--- config.mk ---
export PLATFORM = sky130hd
export DESIGN_NAME = mem_loader
export DESIGN_NICKNAME = d
export VERILOG_FILES = /design/src/rtl/mem_loader.sv
export SDC_FILE = /design/constraint.sdc
export NUM_CORES = 1
export LEC_CHECK = 0
export ABC_AREA = 1
export CAP_MARGIN = 25
export CORE_ASPECT_RATIO = 1.5
export CORE_MARGIN = 1
export CORE_UTILIZATION = 45
export DETAILED_ROUTE_END_ITERATION = 12
export GPL_TIMING_DRIVEN = 0
export MAX_ROUTING_LAYER = met4
export PLACE_DENSITY_LB_ADDON = 0.2
export SLEW_MARGIN = 15
export SYNTH_ARGS = -nofsm -noshare
export SYNTH_HDL_FRONTEND = slang
export SYNTH_SLANG_ARGS = --single-unit
--- constraint.sdc ---
create_clock -name clk -period 4.1 [get_ports clk]
set_input_delay 1.23 -clock clk [delete_from_list [all_inputs] [get_ports clk]]
set_output_delay 1.23 -clock clk [all_outputs]
set_load 0.01 [all_outputs]
--- src/rtl/mem_loader.sv ---
// Byte-stream memory loader: packs little-endian bytes into 32-bit words, writes them to
// memory, then reads every word back and flags a mismatch between readback and write sums.
module mem_loader #(
   parameter int WIDTH = 32,
   parameter int WORD  = 1024
) (
   input  logic             clk,
   input  logic             rst,
   input  logic             start,
   input  logic [31:0]      len,
   input  logic [7:0]       in_data,
   input  logic             in_valid,
   output logic             in_ready,
   output logic [31:0]      mem_addr,
   output logic [WIDTH-1:0] mem_wdata,
   output logic             mem_we,
   output logic [31:0]      rd_addr,
   input  logic [WIDTH-1:0] rd_data,
   output logic             busy,
   output logic             done,
   output logic             err,
   output logic [31:0]      checksum
);

   localparam logic [31:0] WORD_L = 32'(WORD);

   typedef enum logic [2:0] {
      S_IDLE,
      S_RECV,
      S_WRITE,
      S_VERIFY,
      S_DONE
   } state_e;

   state_e      state_q, state_d;
   logic [31:0] len_q, len_d;
   logic [31:0] widx_q, widx_d;
   logic [1:0]  bcnt_q, bcnt_d;
   logic [31:0] word_q, word_d;
   logic [31:0] addr_q, addr_d;
   logic [31:0] wdata_q, wdata_d;
   logic [31:0] rd_addr_q, rd_addr_d;
   logic [31:0] vcnt_q, vcnt_d;
   logic [31:0] csum_q, csum_d;
   logic [31:0] rsum_q, rsum_d;
   logic        err_q, err_d;
   logic [31:0] rsum_next;

   // NOTE: state registers use non-blocking assignments so every flop samples pre-edge values.
   always_ff @(posedge clk or negedge rst) begin
      if (!rst) begin
         state_q   <= S_IDLE;
         len_q     <= '0;
         widx_q    <= '0;
         bcnt_q    <= '0;
         word_q    <= '0;
         addr_q    <= '0;
         wdata_q   <= '0;
         rd_addr_q <= '0;
         vcnt_q    <= '0;
         csum_q    <= '0;
         rsum_q    <= '0;
         err_q     <= 1'b0;
      end else begin
         state_q   <= state_d;
         len_q     <= len_d;
         widx_q    <= widx_d;
         bcnt_q    <= bcnt_d;
         word_q    <= word_d;
         addr_q    <= addr_d;
         wdata_q   <= wdata_d;
         rd_addr_q <= rd_addr_d;
         vcnt_q    <= vcnt_d;
         csum_q    <= csum_d;
         rsum_q    <= rsum_d;
         err_q     <= err_d;
      end
   end

   // NOTE: every variable gets a hold value first, so no path through the case can infer a latch.
   always_comb begin
      state_d   = state_q;
      len_d     = len_q;
      widx_d    = widx_q;
      bcnt_d    = bcnt_q;
      word_d    = word_q;
      addr_d    = addr_q;
      wdata_d   = wdata_q;
      rd_addr_d = rd_addr_q;
      vcnt_d    = vcnt_q;
      csum_d    = csum_q;
      rsum_d    = rsum_q;
      err_d     = err_q;
      rsum_next = rsum_q;

      case (state_q)
         S_IDLE: begin
            if (start) begin
               len_d   = (len > WORD_L) ? WORD_L : len;
               widx_d  = '0;
               bcnt_d  = '0;
               csum_d  = '0;
               rsum_d  = '0;
               err_d   = 1'b0;
               state_d = (len == '0) ? S_DONE : S_RECV;
            end
         end

         S_RECV: begin
            if (in_valid) begin
               // Shifting in from the top leaves byte 0 in bits [7:0] after four bytes.
               word_d = {in_data, word_q[31:8]};
               bcnt_d = bcnt_q + 2'd1;
               if (bcnt_q == 2'd3) begin
                  addr_d  = widx_q;
                  wdata_d = word_d;
                  state_d = S_WRITE;
               end
            end
         end

         S_WRITE: begin
            csum_d = csum_q + wdata_q;
            if (widx_q == len_q - 32'd1) begin
               rd_addr_d = '0;
               vcnt_d    = '0;
               state_d   = S_VERIFY;
            end else begin
               widx_d  = widx_q + 32'd1;
               state_d = S_RECV;
            end
         end

         S_VERIFY: begin
            // Cycle 0 only issues the first address; data for address k arrives in cycle k+1.
            if (vcnt_q != '0) begin
               rsum_next = rsum_q + rd_data;
            end
            rsum_d = rsum_next;
            if (vcnt_q == len_q) begin
               err_d   = (rsum_next != csum_q);
               state_d = S_DONE;
            end else begin
               vcnt_d = vcnt_q + 32'd1;
               if (vcnt_q + 32'd1 < len_q) begin
                  rd_addr_d = vcnt_q + 32'd1;
               end
            end
         end

         S_DONE: begin
            state_d = S_IDLE;
         end

         default: begin
            state_d = S_IDLE;
         end
      endcase
   end

   assign in_ready  = (state_q == S_RECV);
   assign mem_we    = (state_q == S_WRITE);
   assign mem_addr  = addr_q;
   assign mem_wdata = wdata_q;
   assign rd_addr   = rd_addr_q;
   assign busy      = (state_q != S_IDLE);
   assign done      = (state_q == S_DONE);
   assign err       = err_q;
   assign checksum  = csum_q;

endmodule

---- After elaboration in Yosys (flattened, before gate mapping) ----
Cells that the tools add are included.
storage, ports and cells
  bits of input ports ..................... 76
  word-level logic and storage cells ...... 82
  register bits ........................... 294
  output and inout bits ................... 133
cells by class
  reduce and logical (&&, ||, !) cells .... 19
  add/sub/neg operators ................... 6
  equality and inequality tests ........... 16
  muxes and demuxes ....................... 27
  magnitude comparators ................... 2
operators with widths
  kind                                                                    number
  32-bit one-hot mux with 2 select lines                                  5
  32-bit 2-to-1 mux                                                       9
  32-bit by 1-bit adder with 32-bit output, second input constant         2
  32-bit adder                                                            2
  32-bit equality test                                                    2
  32-bit by 11-bit > comparator with 1-bit output, second input constant  1
  32-bit zero test                                                        1
  32-bit < comparator                                                     1
  32-bit != test                                                          1
  32-bit nonzero test                                                     1
  32-bit by 1-bit subtractor with 32-bit output, second input constant    1
  3-bit 2-to-1 mux                                                        5
  3-bit AND reduction                                                     5
  2-bit != test, second input constant                                    6
  3-bit one-hot mux with 4 select lines                                   1
  2-bit AND reduction                                                     4
  4-bit AND reduction                                                     2
  2-bit nonzero test                                                      4
  3-bit by 2-bit equality test with 1-bit output, second input constant   2
  2-bit 2-to-1 mux                                                        3
  2-bit by 1-bit != test with 1-bit output, second input constant         2
  2-bit one-hot mux with 2 select lines                                   1
  3-bit by 1-bit equality test with 1-bit output, second input constant   1
  3-bit equality test, second input constant                              1
  other kinds (6)                                                         7

---- Depth between registers and ports, before layout ----
  word-level depth ........................ 6
  mapped depth ............................ 24
  mapped depth without buffers ............ 23

---- Worst setup path after synthesis ----
OpenSTA, ideal clock, no wires.
  path type ............................... flip-flop to flip-flop
  from .................................... register vcnt_q[0]
  to ...................................... register rd_addr_q[10], in the netlist rd_addr[10]
  data required time ...................... 3982 ps
  cell stages (with the launch flop) ...... 23
  data arrival time ....................... 3386 ps
  path slack .............................. 596 ps
  setup time .............................. 118 ps
  path through ............................ dfrtp_1 ha_1 nand2_1 nor2_1 nand2_1 nor3_2 nand2_2 nor2_2 nand2_1 or3_1 xor2_1 inv_1 ha_1 nand4_1 inv_1 nand4_1 o2111a_1 nand2_1 a21oi_1 nand2_2 buf_2 nand2_1 nand2_1
between the ends
  word-level cells in the longest chain between the ends .. 4
RTL lines
  element                                                                                         line      text
  start, declared                                                                                 43        logic [31:0] vcnt_q, vcnt_d;
  start signal, assigned                                                                          73        vcnt_q <= vcnt_d;
  32-bit by 1-bit adder with 32-bit output                                                        145, 146
  32-bit < comparator / 32-bit 2-to-1 mux (equally long branches)                                 145       if (vcnt_q + 32'd1 < len_q) begin
  2-bit != test (no line) / 32-bit 2-to-1 mux (equally long branches)                             n/a
  4-bit AND reduction (no line) / 32-bit one-hot mux with 2 select lines (equally long branches)  n/a
  end signal, assigned                                                                            72        rd_addr_q <= rd_addr_d;
  end, declared                                                                                   42        logic [31:0] rd_addr_q, rd_addr_d;
Parallel ways exist; a longest one is shown, timed or not. The select of a mux whose other input is x is not followed.
A chain may end at the register's enable or synchronous reset.

---- Final worst setup path ----
  from .................................... register vcnt_q[3]
  to ...................................... register rd_addr_q[11], in the netlist rd_addr[11]
The elaborated chain is that of the path after synthesis.

==> impl_metrics.sql <==
INSERT INTO impl_metrics (metric_group, metric, value, unit) VALUES
('placed_design', 'gpl.final_weighted_congestion', '0.996', ''),
('sta', 'worst_slew_pin_slew', '0.886', 'ns'),
('sta', 'slew_viol_final', '0', ''),
('sta', 'layout_min_cycle_time', '3.85', 'ns'),
('routing', 'detail_route.iter0.violations', '1086', ''),
('worst_setup_path', 'end_kind', 'register', ''),
('routing', 'drt-vias-per-instance', '5.27', ''),
('grt', 'grt_antenna_before_repair', '0', ''),
('synth', 'yosysWarnings', '0', ''),
('worst_setup_path', 'reg2reg_setup_slack', '0.25', 'ns'),
('flow_run', 'timing.max_cap.violations', '0', ''),
('cts', 'cts_sinks', '286', ''),
('placed_design', 'post_dp_cell_area', '0.0230', 'sq mm'),
('power', 'cellPowerDensity', '580', 'mW/mm^2'),
('die', 'row_count', '94', ''),
('worst_setup_path', 'timing.critical_path.arrival', '4.32', 'ns'),
('cts', 'cts.path.max_buffers', '3', ''),
('die', 'fp.dieArea', '0.0455', 'sq mm'),
('cts', 'clk_latency', '0.59', 'ns'),
('cells_and_area', 'post_route_cells_drive_above_1_share', '0.0490', ''),
('die', 'boundary_pins', '209', ''),
('sta', 'tns', '0', 'ns'),
('sta', 'maxSlewHeadroom', '0.409', ''),
('worst_setup_path', 'critPathKind', 'register to register', ''),
('cts', 'ctsRootBufferMaster', 'sky130_fd_sc_hd__clkbuf_16', ''),
('worst_setup_path', 'worstPathMaxFanout', '10', ''),
('routing', 'dr.pass1.iters', '7', ''),
('grt', 'grt_util_all_layers', '0.312', ''),
('grt', 'grt_first_pass_wirelength', '107000', 'um'),
('cts', 'clock_tree.htree_level_count', '1', ''),
('synth', 'yosysUniqueCellTypes', '50', ''),
('routing', 'final_antenna_net_count', '0', ''),
('placed_design', 'place.detailed.hpwl', '56100', 'um'),
('synth', 'synthesis.nets', '3146', ''),
('synth', 'synth-seq-cells', '286', ''),
('sta', 'min_period_over_period', '0.939', ''),
('die', 'design.core.area', '0.0440', 'sq mm'),
('sta', 'fmax', '260', 'MHz'),
('routing', 'postRouteWirelength', '68800', 'um'),
('synth', 'synthCells', '2969', ''),
('cts', 'cts_buf_count', '30', ''),
('cells_and_area', 'layout-area-overhead-vs-synth', '20.3', '%'),
('grt', 'aggregate_global_routing_overflow', '0', ''),
('synth', 'count_of_flip_flops_with_a_built_in_enable_after_synthesis', '0', ''),
('cells_and_area', 'fin_area', '0.0241', 'sq mm'),
('synth', 'ys.flop_type', 'sky130_fd_sc_hd__dfrtp_1', ''),
('synth', 'synth.yosys.seq_area_share', '0.356', ''),
('worst_setup_path', 'kind_of_launch_point_of_the_worst_setup_path', 'register', ''),
('sta', 'timing.clock.skew', '0.0214', 'ns'),
('synth', 'async_reset_ff_frac', '1.00', ''),
('grt', 'grt_start_max_net_pins', '101', ''),
('synth', 'syn_area', '0.0201', 'sq mm'),
('die', 'floorplan.die.height', '261', 'um'),
('sta', 'report.final.setup_viol', '0', ''),
('cts', 'clock_pin_slew_worst_setup_and_hold_paths', '0.06', 'ns'),
('power', 'max-vdd-ir-drop', '0.414', 'mV'),
('routing', 'routedWlPerCell', '18.0', 'um'),
('power', 'report.power.total', '14.0', 'mW'),
('sta', 'hold_violations', '0', ''),
('power', 'power_leakage', '12.4', 'nW'),
('synth', 'syn_area_per_cell', '6.76', 'sq um'),
('worst_setup_path', 'worst_ep_required_time', '4.57', 'ns'),
('run_status', 'outcome', 'complete, no violations', ''),
('grt', 'number_of_global_route_vias_before_repair', '20069', ''),
('routing', 'route.detailed.drc', '0', ''),
('cts', 'cts_tree', 'done', ''),
('die', 'fp.dieW', '174', 'um'),
('worst_hold_path', 'min-delay-path-class', 'register to register', ''),
('routing', 'vias', '20117', ''),
('placed_design', 'portBuffers', '208', ''),
('die', 'floorplan.initialDensity', '0.456', ''),
('cells_and_area', 'num-nets-final', '3396', '');
layout make-up:
type	count	area, sq um
antenna	1	2.50
clock buffer	42	866
fill	4367	19800
sequential	286	7160
clock inverter	14	176
timing repair buffer	218	2220
buffer	76	320
inverter	463	1740
tap	576	721
multi-input combinational	2144	10900
metrics by stage:
step	setup WS [ns]	instances	hold WS (ns)	util
after floorplan	0.596	2969	0.449	-
after global placement	-10.53	3753	0.462	0.520
after detailed placement	-0.276	3756	0.462	0.522
after CTS	0.0134	3812	0.477	0.546
after global routing	-0.0255	3819	0.504	0.549
final	0.252	3820	0.474	0.549
repair_timing:
item	CTS	global route
setup buffers	0	7
pin swaps	0	5
resized for setup	5	23
hold buffers	0	0
setup endpoints to repair	32	33
power breakdown:
group	internal (mW)	leakage, nW	switching [mW]
registers	3.36	3.90	0.688
logic	2.47	8.04	4.60
clock network	1.67	0.507	1.22
total	7.49	12.4	6.51
cells in the mapped netlist (3+ instances only):
| cell type | n | area [sq um] |
|---|---|---|
| sky130_fd_sc_hd__o21a_1 | 3 | 22.5 |
| sky130_fd_sc_hd__nand4_1 | 47 | 294 |
| sky130_fd_sc_hd__clkinv_1 | 5 | 18.8 |
| sky130_fd_sc_hd__xnor2_1 | 25 | 219 |
| sky130_fd_sc_hd__and2_1 | 9 | 56.3 |
| sky130_fd_sc_hd__nor3_2 | 5 | 50.1 |
| sky130_fd_sc_hd__mux2_2 | 10 | 113 |
| sky130_fd_sc_hd__nand2_2 | 8 | 50.1 |
| sky130_fd_sc_hd__o21bai_1 | 5 | 37.5 |
| sky130_fd_sc_hd__buf_2 | 19 | 95.1 |
| sky130_fd_sc_hd__xor2_1 | 72 | 631 |
| sky130_fd_sc_hd__a21o_1 | 4 | 30.0 |
| sky130_fd_sc_hd__inv_2 | 12 | 45.0 |
| sky130_fd_sc_hd__ha_1 | 99 | 1240 |
| sky130_fd_sc_hd__nor4_1 | 21 | 131 |
| sky130_fd_sc_hd__nand2_1 | 947 | 3550 |
| sky130_fd_sc_hd__o21ai_0 | 166 | 831 |
| sky130_fd_sc_hd__dfrtp_1 | 286 | 7160 |
| sky130_fd_sc_hd__or2_2 | 11 | 68.8 |
| sky130_fd_sc_hd__o221ai_1 | 4 | 35.0 |
| sky130_fd_sc_hd__clkbuf_1 | 57 | 214 |
| sky130_fd_sc_hd__o22ai_1 | 35 | 219 |
| sky130_fd_sc_hd__o21ai_1 | 29 | 145 |
| sky130_fd_sc_hd__nand3_1 | 214 | 1070 |
| sky130_fd_sc_hd__nor2_4 | 4 | 45.0 |
| sky130_fd_sc_hd__nor2_1 | 232 | 871 |
| sky130_fd_sc_hd__inv_1 | 446 | 1670 |
| sky130_fd_sc_hd__nor3_1 | 47 | 235 |
| sky130_fd_sc_hd__nand3b_1 | 9 | 67.6 |
| sky130_fd_sc_hd__o32ai_1 | 3 | 26.3 |
| sky130_fd_sc_hd__nor2_2 | 6 | 37.5 |
| sky130_fd_sc_hd__a31oi_1 | 8 | 50.1 |
| sky130_fd_sc_hd__a21oi_1 | 95 | 475 |
kinds of logic after synthesis:
family,share of synthesized area
AOI/OAI and AO/OA,0.0982
xor gates and xnor gates,0.0446
buffers and inverters,0.102
and+or+nand+nor,0.330
muxes,0.00561
adders and majority gates,0.0637
DFF,0.356
routing by layer:
| metal | up-vias | routed length, um | track usage |
|---|---|---|---|
| met5 | - | 0 | - |
| met3 | 166 | 2670 | 0.0270 |
| li1 | 9969 | - | - |
| met4 | 0 | 3390 | 0.147 |
| met1 | 9431 | 24800 | 0.314 |
| met2 | 551 | 37900 | 0.602 |
sequential cells by signal (all words and copies together), names as in the netlist:
signal	flops
mem_wdata	32
widx_q	32
word_q	24
state_q	3
vcnt_q	32
rd_addr	32
mem_addr	32
rsum_q	32
bcnt_q	2
len_q	32
checksum	32
err	1
worst max-delay path, stage by stage (launching register included):
cell	delay (ns)
sky130_fd_sc_hd__dfrtp_1	0.32
sky130_fd_sc_hd__buf_2	0.18
sky130_fd_sc_hd__nand2_1	0.18
sky130_fd_sc_hd__nor2_4	0.18
sky130_fd_sc_hd__nand2_2	0.09
sky130_fd_sc_hd__nor3_4	0.25
sky130_fd_sc_hd__nand2_2	0.13
sky130_fd_sc_hd__nor2_2	0.14
sky130_fd_sc_hd__nand2_1	0.10
sky130_fd_sc_hd__or3_1	0.34
sky130_fd_sc_hd__xor2_1	0.20
sky130_fd_sc_hd__inv_1	0.09
sky130_fd_sc_hd__ha_1	0.30
sky130_fd_sc_hd__nand4_1	0.08
sky130_fd_sc_hd__inv_1	0.05
sky130_fd_sc_hd__nand4_1	0.10
sky130_fd_sc_hd__o2111a_1	0.22
sky130_fd_sc_hd__nand2_2	0.11
sky130_fd_sc_hd__a21oi_4	0.22
sky130_fd_sc_hd__nand2_2	0.12
sky130_fd_sc_hd__clkbuf_4	0.21
sky130_fd_sc_hd__nand2_1	0.07
sky130_fd_sc_hd__nand2_1	0.05
layout by cell type, fill, tap and decap left out, types with 47 or more instances in the layout:
master                            instances
sky130_fd_sc_hd__xor2_1                  70
sky130_fd_sc_hd__ha_1                    99
sky130_fd_sc_hd__inv_1                  446
sky130_fd_sc_hd__dfrtp_1                283
sky130_fd_sc_hd__nor2_1                 230
sky130_fd_sc_hd__a21oi_1                 94
sky130_fd_sc_hd__clkdlybuf4s50_1        207
sky130_fd_sc_hd__nand3_1                213
sky130_fd_sc_hd__nand2_1                945
sky130_fd_sc_hd__clkbuf_1                59
sky130_fd_sc_hd__nand4_1                 47
sky130_fd_sc_hd__o21ai_0                166
path summary, 6_finish.rpt:
kind,start,to,cells after the start
max,vcnt_q[3]$_DFFE_PN0P_,rd_addr[11]$_DFFE_PN0P_,22
max reg2reg,vcnt_q[3]$_DFFE_PN0P_,rd_addr[11]$_DFFE_PN0P_,22
min in group asynchronous,rst,mem_wdata[5]$_DFFE_PN0P_,1
min,rd_addr[25]$_DFFE_PN0P_,rd_addr[25]$_DFFE_PN0P_,2
max in group asynchronous,rst,vcnt_q[0]$_DFFE_PN0P_,3
min reg2reg,rd_addr[25]$_DFFE_PN0P_,rd_addr[25]$_DFFE_PN0P_,2
No activity file was read; power rests on OpenSTA's default activity.
